**config.mk**
```make
export PLATFORM = sky130hd
export DESIGN_NAME = uart_periph_hub_flat
export DESIGN_NICKNAME = d
export VERILOG_FILES = /design/src/rtl/uart_periph_hub_if.sv /design/src/rtl/uart_periph_hub.sv /design/src/flat_wrapper.sv
export SDC_FILE = /design/constraint.sdc
export NUM_CORES = 1
export LEC_CHECK = 0
export BUFFER_PORTS_ARGS = -buffer_cell sky130_fd_sc_hd__buf_2
export CAP_MARGIN = 20
export CORE_MARGIN = 5
export CORE_UTILIZATION = 40
export DETAILED_ROUTE_END_ITERATION = 10
export GPL_TIMING_DRIVEN = 0
export PLACE_DENSITY = 0.61
export SYNTH_ARGS = -nofsm -noshare
export SYNTH_HDL_FRONTEND = slang
export SYNTH_SLANG_ARGS = --single-unit
export TNS_END_PERCENT = 10
```
**constraint.sdc**
```tcl
create_clock -name clk -period 3.1 [get_ports clk]
set_input_delay 0 -clock clk [delete_from_list [all_inputs] [get_ports clk]]
set_output_delay 0 -clock clk [all_outputs]
set_load 0.01 [all_outputs]
```
**src/rtl/uart_periph_hub_if.sv**
```systemverilog
// CPU-side bus of the UART/LED peripheral hub: RX byte stream, error flags and LED register.
interface uart_periph_hub_if #(
  parameter int DATA_BITS = 8,
  parameter int LED_WIDTH = 8
);
  logic                 int0;
  logic [DATA_BITS-1:0] uart_read_byte;
  logic                 cpu_end_read;
  logic                 uart_overrun;
  logic                 overrun_clr;
  logic                 frame_err;
  logic                 leds_write;
  logic [LED_WIDTH-1:0] leds_write_byte;
  logic [LED_WIDTH-1:0] leds;

  modport slave (
    output int0, uart_read_byte, uart_overrun, frame_err, leds,
    input  cpu_end_read, overrun_clr, leds_write, leds_write_byte
  );

  modport master (
    input  int0, uart_read_byte, uart_overrun, frame_err, leds,
    output cpu_end_read, overrun_clr, leds_write, leds_write_byte
  );
endinterface

```
**src/rtl/uart_periph_hub.sv**
```systemverilog
// Peripheral hub: oversampled 8N1-style UART receiver, show-ahead RX FIFO with
// level interrupt and overrun/framing flags, plus a registered LED port.
module uart_periph_hub #(
  parameter int CLKS_PER_BIT = 868,
  parameter int DATA_BITS    = 8,
  parameter int FIFO_DEPTH   = 4,
  parameter int LED_WIDTH    = 8
) (
  input  logic clk,
  input  logic rst,
  input  logic uart_in,
  uart_periph_hub_if.slave bus
);
  localparam int CW   = $clog2(CLKS_PER_BIT);
  localparam int BW   = (DATA_BITS > 1) ? $clog2(DATA_BITS) : 1;
  localparam int PW   = $clog2(FIFO_DEPTH);
  localparam int CNTW = PW + 1;
  localparam logic [CW-1:0]   HALF_LAST = CW'(CLKS_PER_BIT / 2 - 1);
  localparam logic [CW-1:0]   BIT_LAST  = CW'(CLKS_PER_BIT - 1);
  localparam logic [BW-1:0]   LAST_BIT  = BW'(DATA_BITS - 1);
  localparam logic [CNTW-1:0] DEPTH_C   = CNTW'(FIFO_DEPTH);

  typedef enum logic [1:0] {IDLE, START, DATA, STOP} state_t;

  logic                 rx_meta, rxs;
  state_t               state, state_n;
  logic [CW-1:0]        cyc, cyc_n;
  logic [BW-1:0]        bitc, bitc_n;
  logic [DATA_BITS-1:0] shreg, shreg_n;
  logic                 push, ferr_n;

  logic [DATA_BITS-1:0] mem [FIFO_DEPTH];
  logic [PW-1:0]        wr_ptr, rd_ptr;
  logic [CNTW-1:0]      count;
  logic                 full, empty, do_push, do_pop, ovr_set;
  logic                 overrun_q, frame_err_q;
  logic [LED_WIDTH-1:0] leds_q;

  always_ff @(posedge clk or posedge rst) begin
    if (rst) begin
      rx_meta <= 1'b1;
      rxs     <= 1'b1;
      state   <= IDLE;
      cyc     <= '0;
      bitc    <= '0;
      shreg   <= '0;
    end else begin
      rx_meta <= uart_in;
      rxs     <= rx_meta;
      state   <= state_n;
      cyc     <= cyc_n;
      bitc    <= bitc_n;
      shreg   <= shreg_n;
    end
  end

  always_comb begin
    state_n = state;
    cyc_n   = cyc + CW'(1);
    bitc_n  = bitc;
    shreg_n = shreg;
    push    = 1'b0;
    ferr_n  = 1'b0;
    case (state)
      IDLE: begin
        cyc_n = '0;
        if (!rxs) state_n = START;
      end
      START: begin
        // Mid-start-bit check rejects glitches shorter than half a bit.
        if (cyc == HALF_LAST) begin
          cyc_n   = '0;
          bitc_n  = '0;
          state_n = rxs ? IDLE : DATA;
        end
      end
      DATA: begin
        if (cyc == BIT_LAST) begin
          cyc_n         = '0;
          shreg_n[bitc] = rxs;
          if (bitc == LAST_BIT) state_n = STOP;
          else                  bitc_n  = bitc + BW'(1);
        end
      end
      STOP: begin
        if (cyc == BIT_LAST) begin
          cyc_n   = '0;
          state_n = IDLE;
          push    = rxs;
          ferr_n  = !rxs;
        end
      end
      default: state_n = IDLE;
    endcase
  end

  assign full    = (count == DEPTH_C);
  assign empty   = (count == '0);
  assign do_pop  = bus.cpu_end_read && !empty;
  // A pop in the same cycle frees the slot, so a full FIFO still accepts the push.
  assign do_push = push && (!full || do_pop);
  assign ovr_set = push && full && !do_pop;

  always_ff @(posedge clk) begin
    if (do_push) mem[wr_ptr] <= shreg;
  end

  always_ff @(posedge clk or posedge rst) begin
    if (rst) begin
      wr_ptr      <= '0;
      rd_ptr      <= '0;
      count       <= '0;
      overrun_q   <= 1'b0;
      frame_err_q <= 1'b0;
      leds_q      <= '0;
    end else begin
      if (do_push) wr_ptr <= wr_ptr + PW'(1);
      if (do_pop)  rd_ptr <= rd_ptr + PW'(1);
      if (do_push && !do_pop)      count <= count + CNTW'(1);
      else if (do_pop && !do_push) count <= count - CNTW'(1);
      if (ovr_set)              overrun_q <= 1'b1;
      else if (bus.overrun_clr) overrun_q <= 1'b0;
      frame_err_q <= ferr_n;
      if (bus.leds_write) leds_q <= bus.leds_write_byte;
    end
  end

  assign bus.int0           = !empty;
  assign bus.uart_read_byte = empty ? '0 : mem[rd_ptr];
  assign bus.uart_overrun   = overrun_q;
  assign bus.frame_err      = frame_err_q;
  assign bus.leds           = leds_q;
endmodule
```
**src/flat_wrapper.sv**
```systemverilog
// flat-port wrapper written by rule: the top's interface ports become plain ports
module uart_periph_hub_flat 
#(
  parameter int CLKS_PER_BIT = 868,
  parameter int DATA_BITS    = 8,
  parameter int FIFO_DEPTH   = 4,
  parameter int LED_WIDTH    = 8
)
  (clk, rst, uart_in, bus_int0, bus_uart_read_byte, bus_uart_overrun, bus_frame_err, bus_leds, bus_cpu_end_read, bus_overrun_clr, bus_leds_write, bus_leds_write_byte);
  uart_periph_hub_if #(.DATA_BITS(DATA_BITS), .LED_WIDTH(LED_WIDTH)) bus_i ();
  input  logic clk;
  input  logic rst;
  input  logic uart_in;
  output wire logic [$bits(bus_i.int0)-1:0] bus_int0;
  output wire logic [$bits(bus_i.uart_read_byte)-1:0] bus_uart_read_byte;
  output wire logic [$bits(bus_i.uart_overrun)-1:0] bus_uart_overrun;
  output wire logic [$bits(bus_i.frame_err)-1:0] bus_frame_err;
  output wire logic [$bits(bus_i.leds)-1:0] bus_leds;
  input wire logic [$bits(bus_i.cpu_end_read)-1:0] bus_cpu_end_read;
  input wire logic [$bits(bus_i.overrun_clr)-1:0] bus_overrun_clr;
  input wire logic [$bits(bus_i.leds_write)-1:0] bus_leds_write;
  input wire logic [$bits(bus_i.leds_write_byte)-1:0] bus_leds_write_byte;
  assign bus_int0 = bus_i.int0;
  assign bus_uart_read_byte = bus_i.uart_read_byte;
  assign bus_uart_overrun = bus_i.uart_overrun;
  assign bus_frame_err = bus_i.frame_err;
  assign bus_leds = bus_i.leds;
  assign bus_i.cpu_end_read = bus_cpu_end_read;
  assign bus_i.overrun_clr = bus_overrun_clr;
  assign bus_i.leds_write = bus_leds_write;
  assign bus_i.leds_write_byte = bus_leds_write_byte;
  uart_periph_hub #(.CLKS_PER_BIT(CLKS_PER_BIT), .DATA_BITS(DATA_BITS), .FIFO_DEPTH(FIFO_DEPTH), .LED_WIDTH(LED_WIDTH)) u_core (.clk(clk), .rst(rst), .uart_in(uart_in), .bus(bus_i));
endmodule
```
==> metrics.md <==
| Metric | Value |
|---|---|
| Worst min-delay path class | in -> reg |
| Synth Flop Type | dfrtp_1 |
| Startpoint Class | flip-flop |
| Worst relative slew slack | 42.8% |
| Setup total negative slack | 0 ns |
| H-tree levels | 3 |
| Grt ovf | 0 |
| CTS sink count | 74 |
| Rows | 32 |
| Syn_nets | 244 |
| Via Count | between 1500 and 2000 |
| Number of global-route vias before repair | 1862 |
| Synth top area cells | dfrtp_1 31%, edfxtp_1 30%, mux2_2 5.9% |
| Die Wd | between 90 and 100 µm |
| Max Cap Violations | 0 |
| Clk_lat worst skew | ~0.34 ns |
| Number of routed nets with antenna violations | 0 |
| Cells on Worst Hold Path | 2 |
| Placed Instances | around 350 |
| Fin. Hold Viols | 0 |
| Area of the multi-input gates | around 1100 µm² |
| IO Pins | 33 |
| CTS tree | yes |
| Fin nets | ~300 |
| Postcts setup bufs | 0 |
| Area leader, netlist | dfrtp_1 |
| Endpoints failing setup | 0 |
| Crit path DAT | ~3.1 ns |
| Synthesized area per cell | between 10 and 15 µm² |
| Crit end category | flip-flop |
| Final non-filler cell total | approximately 380 |
| Tot Pwr | roughly 2.1 mW |
| CTS Buffer Depth | 2 |
| Yosys Warn Count | 0 |
| LEAKAGE | 1.67 nW |
| Worst path required time | approximately 3.4 ns |
| Post-Route WL | 5.28 mm |
| Share of layout cells above drive strength 1 | around a third |
| Largest net degree at the start of global routing | 43 |
| Drt first-iter violations | 64 |
| Drt first pass iters | 4 |
| Setup WS pre-CTS | ~0.16 ns |
| Antenna Cells | 0 |
| Post-synthesis sequential area ratio | 62.2% |
| Setup slack after layout | about 0.23 ns |
| Worst setup path class | reg -> reg |
| Starting Density | 41.5% |
| First-pass GRT wire length | ~8.9 mm |
| Final Wtd Congestion | 0.755 |
| Clk_skew | between 0.009 and 0.01 ns |
| Post-synth EDFFs | 32 |
| Cell Area, Synth | 3240 µm² |
| Yosys reg bits | 74 |
| Commonest cells in the netlist | 40 x dfrtp_1, 32 x edfxtp_1, 20 x nor2_1 |
| Worst-margin pin slew | ~0.86 ns |
| Fin crit period | 2.87 ns |
| Wire per inst | 13.8 µm |
| Cells after synthesis | 220 |
| Initial antenna violation count | 0 |
| Period utilization | just over 90% |
| Pins over their slew limit | 0 |
| VDD IR max | ~0.24 mV |
| DR DRC count | 0 |
| Fin util | between 40 and 50% |
| PwrDens | 546 nW/µm² |
| Share of Yosys cell area claimed by the top area cell type | a little under a third |
| Max Fclk | 0.348 GHz |
| Tot GR Track Use | 11.4% |
| Number of CTS-inserted buffers | 9 |
| CP Max Fanout | 7 |
| FFs w/ async S/R, synth | 56.8% |
| CORE AREA | 7810 µm² |
| Most common cell in the synthesized netlist | dfrtp_1 |
| Status | completed |
| Worst Reg-to-Reg Cells | 10 |
| Port bufs | 31 |
| RSZ-0062 raised after global routing | no |
| FILL cells | ~700 |
| Detailed placement HPWL | 3.61 mm |
| Die height | 100 µm |
| Vias per cell | about 4.8 |
| Root Driver | clkbuf_8 |
| Area grow syn2layout | 18.4% |
| Yosys cell types | 45 |
| Register area | roughly 2000 µm² |
| Worst-path clk slew | ~0.080 ns |
| Die area | about 10000 µm² |
path summary, 6_finish.rpt:
check | start | slack, ns | endpoint
setup / recovery | u_core.cyc[0] | 0.23 | u_core.count[2]
hold / removal | bus_leds_write | 0.17 | u_core.bus.leds[5]
setup reg to reg | u_core.cyc[0] | 0.23 | u_core.count[2]
hold reg to reg | u_core.rx_meta | 0.36 | u_core.rxs
max in group asynchronous | rst | 2.17 | u_core.cyc[8]
min in group asynchronous | rst | 0.39 | u_core.bus.leds[2]
through the flow:
stage                     instance area (µm²)  hold slack [ns]
final                                    3830            0.169
after global routing                     3830            0.168
after CTS                                3830            0.149
after detailed placement                 3520            0.108
after global placement                   3520            0.107
after floorplan                          3240          0.00448
power by group:
| group | internal (mW) | switching (mW) | leakage [nW] |
|---|---|---|---|
| sequential | 1.06 | 0.0331 | 0.908 |
| combinational | 0.135 | 0.143 | 0.669 |
| clock | 0.373 | 0.344 | 0.0966 |
placed cells by master (no fill, tap or decap), drive strengths merged, types with 2 or more instances in the layout:
cell	netlist	routed
mux2	19	19
nand3	7	7
nand2	7	7
dlygate4sd3	0	12
and2	12	12
clkinv	0	3
edfxtp	32	32
clkbuf	5	15
xnor2	11	11
a22o	2	2
nor3	4	4
nor2	20	20
inv	9	10
nand4b	4	4
buf	3	34
mux4	8	8
nand4	4	4
xor2	3	3
dfrtp	40	40
ha	9	9
dfstp	2	2
worst max-delay path, stage by stage, from the launching register on:
cell	delay, ns
dfrtp_1	0.41
ha_1	0.23
and4b_2	0.29
nand3_4	0.11
nor3_2	0.55
ha_1	0.30
inv_1	0.07
fa_1	0.43
xor2_1	0.15
nor2_1	0.13
xor2_1	0.15
kinds of logic (layout without fill, tap and decap cells):
kind of cell / Yosys count / after routing / share of synthesized area [%]
buffers and inverters: 17 / 76 / 2.39
AO/OA/AOI/OAI: 9 / 9 / 2.74
flip-flops: 74 / 74 / 62.2
XOR/XNOR: 14 / 14 / 3.79
multiplexers: 27 / 27 / 12.4
AND/OR/NAND/NOR: 69 / 69 / 12.4
adder cells (fa/ha/maj): 10 / 10 / 4.09
repair_timing:
| item | CTS | global route |
|---|---|---|
| hold buffers | 12 | 0 |
| resized for setup | 0 | 0 |
| setup endpoints to repair | 0 | 0 |
| endpoints found under the hold margin | 52 | 0 |
cell type report:
class / instances / share of cell area (%)
Timing Repair Buffer: 43 / 7.18
Sequential cell: 74 / 52.5
Inverter: 9 / 0.881
Tap cell: 102 / 3.33
Clock buffer: 10 / 3.33
Multi-Input combinational cell: 129 / 29.9
Clock inverter: 6 / 1.70
Buffer: 8 / 1.14
layer usage:
metal | vias up | part of all wire (%) | GRT usage, %
met5 | - | 0 | 0
met4 | 0 | 0.87 | 3.42
met3 | 4 | 3.8 | 3.82
met2 | 28 | 52 | 19.4
met1 | 896 | 44 | 13.8
li1 | 901 | - | -
sequential cells by signal, indices dropped and copies added, names as in the netlist, named ones only:
signal and flops:
u_core.cyc 10, u_core.rx_meta 1, u_core.rxs 1, u_core.bitc 3, u_core.shreg 8, u_core.state 1, u_core.count 3, u_core.wr_ptr 2
u_core.rd_ptr 2, u_core.bus.uart_overrun 1, u_core.bus.leds 8, u_core.mem 32, u_core.bus.frame_err 1
No activity file was read; power rests on OpenSTA's default activity.
